## src/rtl/game_score_ctrl.sv

```systemverilog
// Score controller for a 3-digit FND display.
// It arbitrates add and subtract requests and keeps a saturating binary score.
// The score is converted to BCD by repeated subtraction, so the datapath has no
// divider and no multiplier. The digit outputs update only when a conversion
// has finished.
//
// state  | meaning
// IDLE   | waiting; accepts one request per visit
// CONV_H | peel off hundreds (work -= 100, H += 1)
// CONV_T | peel off tens (work -= 10, T += 1)
// DONE   | publish H/T/ones to the digit registers
module game_score_ctrl #(
    parameter int MAX_SCORE = 999,
    parameter int VAL_W     = 4
) (
    input  logic             i_Clk,
    input  logic             i_Rst,
    input  logic             i_Clr,
    input  logic             i_Add_Req,
    input  logic [VAL_W-1:0] i_Add_Val,
    input  logic             i_Sub_Req,
    input  logic [VAL_W-1:0] i_Sub_Val,
    output logic             o_Add_Ack,
    output logic             o_Sub_Ack,
    output logic [9:0]       o_Score,
    output logic [3:0]       o_Score0,
    output logic [3:0]       o_Score1,
    output logic [3:0]       o_Score2,
    output logic             o_Busy,
    output logic             o_Upd
);

    localparam logic [1:0] S_IDLE   = 2'd0;
    localparam logic [1:0] S_CONV_H = 2'd1;
    localparam logic [1:0] S_CONV_T = 2'd2;
    localparam logic [1:0] S_DONE   = 2'd3;

    localparam logic [9:0] MAX_S = 10'(MAX_SCORE);

    logic [1:0]  r_State;
    logic [1:0]  w_Next;
    logic        r_Rr_Sub;     // 1: subtract wins the next contention
    logic [9:0]  r_Score;
    logic [9:0]  r_Work;
    logic [3:0]  r_H;
    logic [3:0]  r_T;
    logic [3:0]  r_D0;
    logic [3:0]  r_D1;
    logic [3:0]  r_D2;
    logic        r_Add_Ack;
    logic        r_Sub_Ack;
    logic        r_Busy;
    logic        r_Upd;

    logic        w_Idle_Ok;
    logic        w_Grant_Add;
    logic        w_Grant_Sub;
    logic [10:0] w_Sum;
    logic [10:0] w_Sub_Ext;
    logic [9:0]  w_Add_Res;
    logic [9:0]  w_Sub_Res;

    // Arbitration and saturating arithmetic for the request that may be accepted
    assign w_Idle_Ok   = (r_State == S_IDLE) && !i_Clr;
    assign w_Grant_Add = w_Idle_Ok && i_Add_Req && (!i_Sub_Req || !r_Rr_Sub);
    assign w_Grant_Sub = w_Idle_Ok && i_Sub_Req && (!i_Add_Req ||  r_Rr_Sub);
    assign w_Sum       = {1'b0, r_Score} + 11'(i_Add_Val);
    assign w_Sub_Ext   = {1'b0, r_Score} - 11'(i_Sub_Val);
    assign w_Add_Res   = (w_Sum > {1'b0, MAX_S}) ? MAX_S : w_Sum[9:0];
    assign w_Sub_Res   = w_Sub_Ext[10] ? 10'd0 : w_Sub_Ext[9:0];

    // State register
    always_ff @(posedge i_Clk or posedge i_Rst) begin
        if (i_Rst) r_State <= S_IDLE;
        else       r_State <= w_Next;
    end

    // Next-state logic; clear overrides everything
    always_comb begin
        w_Next = r_State;
        if (i_Clr) begin
            w_Next = S_IDLE;
        end else begin
            case (r_State)
                S_IDLE:   if (w_Grant_Add || w_Grant_Sub) w_Next = S_CONV_H;
                S_CONV_H: if (r_Work < 10'd100) w_Next = S_CONV_T;
                S_CONV_T: if (r_Work < 10'd10)  w_Next = S_DONE;
                default:  w_Next = S_IDLE;
            endcase
        end
    end

    // Registered datapath and outputs: score, conversion work, digits, pulses
    always_ff @(posedge i_Clk or posedge i_Rst) begin
        if (i_Rst) begin
            r_Rr_Sub  <= 1'b0;
            r_Score   <= '0;
            r_Work    <= '0;
            r_H       <= '0;
            r_T       <= '0;
            r_D0      <= '0;
            r_D1      <= '0;
            r_D2      <= '0;
            r_Add_Ack <= 1'b0;
            r_Sub_Ack <= 1'b0;
            r_Busy    <= 1'b0;
            r_Upd     <= 1'b0;
        end else begin
            r_Add_Ack <= 1'b0;
            r_Sub_Ack <= 1'b0;
            r_Upd     <= 1'b0;
            r_Busy    <= (w_Next != S_IDLE);
            if (i_Clr) begin
                r_Score <= '0;
                r_Work  <= '0;
                r_H     <= '0;
                r_T     <= '0;
                r_D0    <= '0;
                r_D1    <= '0;
                r_D2    <= '0;
                r_Upd   <= 1'b1;
            end else begin
                case (r_State)
                    S_IDLE: begin
                        if (w_Grant_Add || w_Grant_Sub) begin
                            r_Score   <= w_Grant_Add ? w_Add_Res : w_Sub_Res;
                            r_Work    <= w_Grant_Add ? w_Add_Res : w_Sub_Res;
                            r_H       <= '0;
                            r_T       <= '0;
                            r_Add_Ack <= w_Grant_Add;
                            r_Sub_Ack <= w_Grant_Sub;
                            // Pointer moves only when both were competing
                            if (i_Add_Req && i_Sub_Req) r_Rr_Sub <= ~r_Rr_Sub;
                        end
                    end
                    S_CONV_H: begin
                        if (r_Work >= 10'd100) begin
                            r_Work <= r_Work - 10'd100;
                            r_H    <= r_H + 4'd1;
                        end
                    end
                    S_CONV_T: begin
                        if (r_Work >= 10'd10) begin
                            r_Work <= r_Work - 10'd10;
                            r_T    <= r_T + 4'd1;
                        end
                    end
                    default: begin
                        r_D2  <= r_H;
                        r_D1  <= r_T;
                        r_D0  <= r_Work[3:0];
                        r_Upd <= 1'b1;
                    end
                endcase
            end
        end
    end

    assign o_Add_Ack = r_Add_Ack;
    assign o_Sub_Ack = r_Sub_Ack;
    assign o_Score   = r_Score;
    assign o_Score0  = r_D0;
    assign o_Score1  = r_D1;
    assign o_Score2  = r_D2;
    assign o_Busy    = r_Busy;
    assign o_Upd     = r_Upd;

endmodule

```

## config.mk

```make
export PLATFORM = sky130hd
export DESIGN_NAME = game_score_ctrl
export DESIGN_NICKNAME = d
export VERILOG_FILES = /design/src/rtl/game_score_ctrl.sv
export SDC_FILE = /design/constraint.sdc
export NUM_CORES = 1
export LEC_CHECK = 0
export BUFFER_PORTS_ARGS = -buffer_cell sky130_fd_sc_hd__buf_2
export CAP_MARGIN = 20
export CORE_MARGIN = 10
export CORE_UTILIZATION = 55
export CTS_BUF_LIST = sky130_fd_sc_hd__clkbuf_4
export DETAILED_ROUTE_END_ITERATION = 10
export PLACE_DENSITY = 0.79
export SLEW_MARGIN = 25
export SYNTH_ARGS = -nofsm -noshare
export SYNTH_HDL_FRONTEND = slang
export SYNTH_SLANG_ARGS = --single-unit
```

## constraint.sdc

```tcl
create_clock -name i_Clk -period 2.55 [get_ports i_Clk]
set_clock_uncertainty 0.1 [all_clocks]
set_input_delay 0.51 -clock i_Clk [delete_from_list [all_inputs] [get_ports i_Clk]]
set_output_delay 0.51 -clock i_Clk [all_outputs]
set_load 0.01 [all_outputs]
```

==> qor.csv <==
stage,metric,value,unit
cts,clock-sinks,47,
sta,setup_ws,-0.004441,ns
synth,syn_inst,410,
finish,antennaDiodeCount,0,
finish,drive_above_1_share,0.3481,
global_route,grt_use_total,0.1944,
synth,synth_area_leaders,"dfrtp_1 (34%), ha_1 (6.8%), nor2_1 (4.4%)",
synth,synth_top_area_cell,dfrtp_1,
synth,ys_warn_count,0,
critical_path,critPathLaunchType,register,
place,io_buffers,38,
power_and_ir_drop,switching_share,0.4780,
sta,slew_headroom,0.5199,
critical_path,startpoint,o_Score[0],
power_and_ir_drop,intPower,2598,uW
route,drc,0,
critical_path,critPathKind,reg2reg,
finish,final_nets,530,
route,drt_wl_total,10210,um
critical_path,crit_end,r_Work[0],
finish,seqCellArea,1179,um^2
synth,ys_dominant_reg_cell,dfrtp_1,
die,initial_core_util,0.5768,
finish,multiInputGateArea,2411,um^2
route,dr_total_vias,3536,
min_path,hold_class,in2async,
place,dp_hpwl,7245,um
critical_path,cp.buffers_inverters,2,
global_route,grt_pass1_wl,16240,um
global_route,overflow,0,
critical_path,path_cells,ha_4 > inv_2 > fa_2 > buf_6 > and4_1 > o21a_1 > o31ai_2 > nand4_4 > a311o_1 > o41ai_2,
critical_path,path_max_fanout,4,
synth,synth.net_count,444,
synth,synthArstFlopShare,1.000,
die,rows,28,
sta,maxSlewViolCount,0,
die,ioPinCount,39,
cts,cts_buffers,5,
cts,cts_max_level,2,
route,drt_iter0_markers,286,
route,route.detailed.wl_per_inst,17.84,um
sta,fin_crit,2.554,ns
die,fp.dieW,99.50,um
critical_path,reg2reg_slack,-0.004,ns
route,dr.pass1.iters,5,
die,core_region_area,6026,um^2
synth,ys_seq_area_frac,0.3384,
sta,finalHoldViolCount,0,
critical_path,path_delay_family,compound AO/OA/AOI/OAI gates,
route,ant_nets,0,
synth,synth-edff-count,0,
synth,avgSynthCellArea,8.478,um^2
sta,max_freq,0.3915,GHz
die,fp.dieH,99.50,um
critical_path,arrival,2.74,ns
critical_path,critical_path_depth,10,
synth,synth_top_area_frac,0.3384,
global_route,grt_max_degree,48,
cts,path_clk_slew,0.14,ns
critical_path,r2r_start,o_Score[0],
critical_path,slowest_stage,dfrtp_2,
cts,cts_tree,built,
sta,fin_worst_hold_slack,0.1530,ns
critical_path,worstReg2RegEnd,r_Work[0],
critical_path,endpoint_kind,register,
global_route,antenna_found_initial,0,
global_route,grt_pass1_vias,3403,
power_and_ir_drop,leakagePower,0.002119,uW
power_and_ir_drop,ir_drop,0.7573,mV
run,drv_cap,0,
outcome,violations,negative setup slack,
synth,ys_ff_latch,47,
synth,synthTopCellsByCount,"dfrtp_1 (47), nor2_1 (41), a21oi_1 (27), o21ai_0 (27)",
power_and_ir_drop,seq_power_share,0.215,
place,gp_congestion,0.8977,
sta,worst_pin_slew,0.7201,ns
route,vias_per_cell,6.182,
die,die-area,9899,um^2
power_and_ir_drop,clockPowerShare,0.092,
cts,clockBufferDepth,2,
synth,synth_area,3476,um^2
cts,insertion_delay,0.37,ns
sta,post-route-period-util,1.002,
place,dp_slack,-0.2794,ns
cts,hold_buffers,0,
finish,nFillCells,438,
synth,synth_cell_type_count,64,
critical_path,rr_worst_depth,10,
power_and_ir_drop,p_comb_frac,0.694,
sta,rsz0062_at_grt,true,
power_and_ir_drop,switching_power,2380,uW
cts,cts_root_buf,clkbuf_4,
power_and_ir_drop,p_per_area,1097,nW/um^2
sta,setup_viol,1,
outcome,status,"complete, but fails checks",
synth,yosysMostFrequentCell,dfrtp_1,
critical_path,worst_ep_required_time,2.74,ns
finish,syn_to_final_growth,30.60,%
critical_path,slowest_delay,0.43,ns
worst register-to-register path, cell delays in order (launching register included):
cell and delay (ns):
dfrtp_2 0.43, ha_4 0.15, inv_2 0.03, fa_2 0.34
buf_6 0.13, and4_1 0.14, o21a_1 0.19, o31ai_2 0.27
nand4_4 0.18, a311o_1 0.32, o41ai_2 0.20
worst min path at each step:
stage | endpoint | slack, ns | depth (start not counted)
global route | o_Add_Ack | 0.17 | 3
floorplan | r_Rr_Sub | 0.37 | 1
finish | o_Add_Ack | 0.15 | 3
global placement | r_Rr_Sub | 0.38 | 1
CTS | o_Score2[2] | 0.17 | 3
detailed placement | r_Rr_Sub | 0.39 | 1
per-layer routing:
| layer | part of all wire | wire length, um | vias to the layer above | track usage |
|---|---|---|---|---|
| met5 | 0 | 0 | - | 0 |
| met4 | 0.024 | 248 | 0 | 0.08159 |
| met3 | 0.061 | 619 | 28 | 0.04014 |
| met2 | 0.50 | 5144 | 133 | 0.3262 |
| li1 | - | - | 1684 | - |
| met1 | 0.41 | 4194 | 1691 | 0.2361 |
power groups by stage:
stage	registers, uW	clock network, uW	logic, uW
3_3_place_gp	1070	0	2760
3_5_place_dp	1070	0	2810
5_1_grt	1090	502	3750
6_report	1070	456	3450
4_1_cts	1060	470	2950
2_1_floorplan	1040	0	1850
cells in the final DEF (no fill, tap or decap), drive strengths merged, types with 5 or more instances in the layout:
master / instances
a21oi: 28
or3: 5
mux2i: 14
o211ai: 5
clkbuf: 5
nor2b: 7
inv: 29
nor2: 41
a31oi: 8
o21ai: 31
nand2: 25
nor3: 12
nand3: 22
ha: 19
or2: 5
buf: 101
dfrtp: 47
logic make-up after synthesis:
family                   Yosys count  synth area share
flip-flops                        47            0.3384
adder cells (fa/ha/maj)           22           0.08279
XOR/XNOR                           7           0.01764
multiplexers                      17           0.05003
buffers and inverters             50           0.05976
AO/OA/AOI/OAI                    126            0.2466
AND/OR/NAND/NOR                  141            0.2048
state kept, by name, summed over array words and instances (netlist names):
name,cells
r_Work,10
o_Score2,4
o_Add_Ack,1
r_State,2
o_Score0,4
o_Busy,1
o_Score1,4
r_T,4
o_Upd,1
o_Score,10
r_H,4
o_Sub_Ack,1
r_Rr_Sub,1
final cells by class:
class | instances | area share
multi-input cells | 313 | 0.5311
clock buffers | 5 | 0.008269
repair buffers | 101 | 0.1477
clock inverters | 3 | 0.009372
flip-flops and latches | 47 | 0.2596
well taps | 75 | 0.02067
inverters | 28 | 0.02315
per-stage QoR:
| step | total power (uW) | std cells | util | TNS, ns | cell area (um^2) |
|---|---|---|---|---|---|
| 2_1_floorplan | 2897 | 410 | - | -0.1052 | 3498 |
| 6_report | 4978 | 572 | 0.7533 | -0.004441 | 4539 |
| 3_3_place_gp | 3831 | 559 | 0.6829 | -2.705 | 4115 |
| 4_1_cts | 4483 | 568 | 0.7124 | -0.1233 | 4293 |
| 5_1_grt | 5342 | 572 | 0.7533 | -0.5819 | 4539 |
| 3_5_place_dp | 3881 | 559 | 0.6829 | -3.346 | 4115 |
repair_timing:
| action | in CTS | in global routing |
|---|---|---|
| setup endpoints to repair | 12 | 21 |
| gates cloned | 0 | 0 |
| gates resized for setup | 17 | 44 |
| buffers inserted | 1 | 4 |
| pin swaps | 7 | 14 |
(Power assumes the default switching activity.)
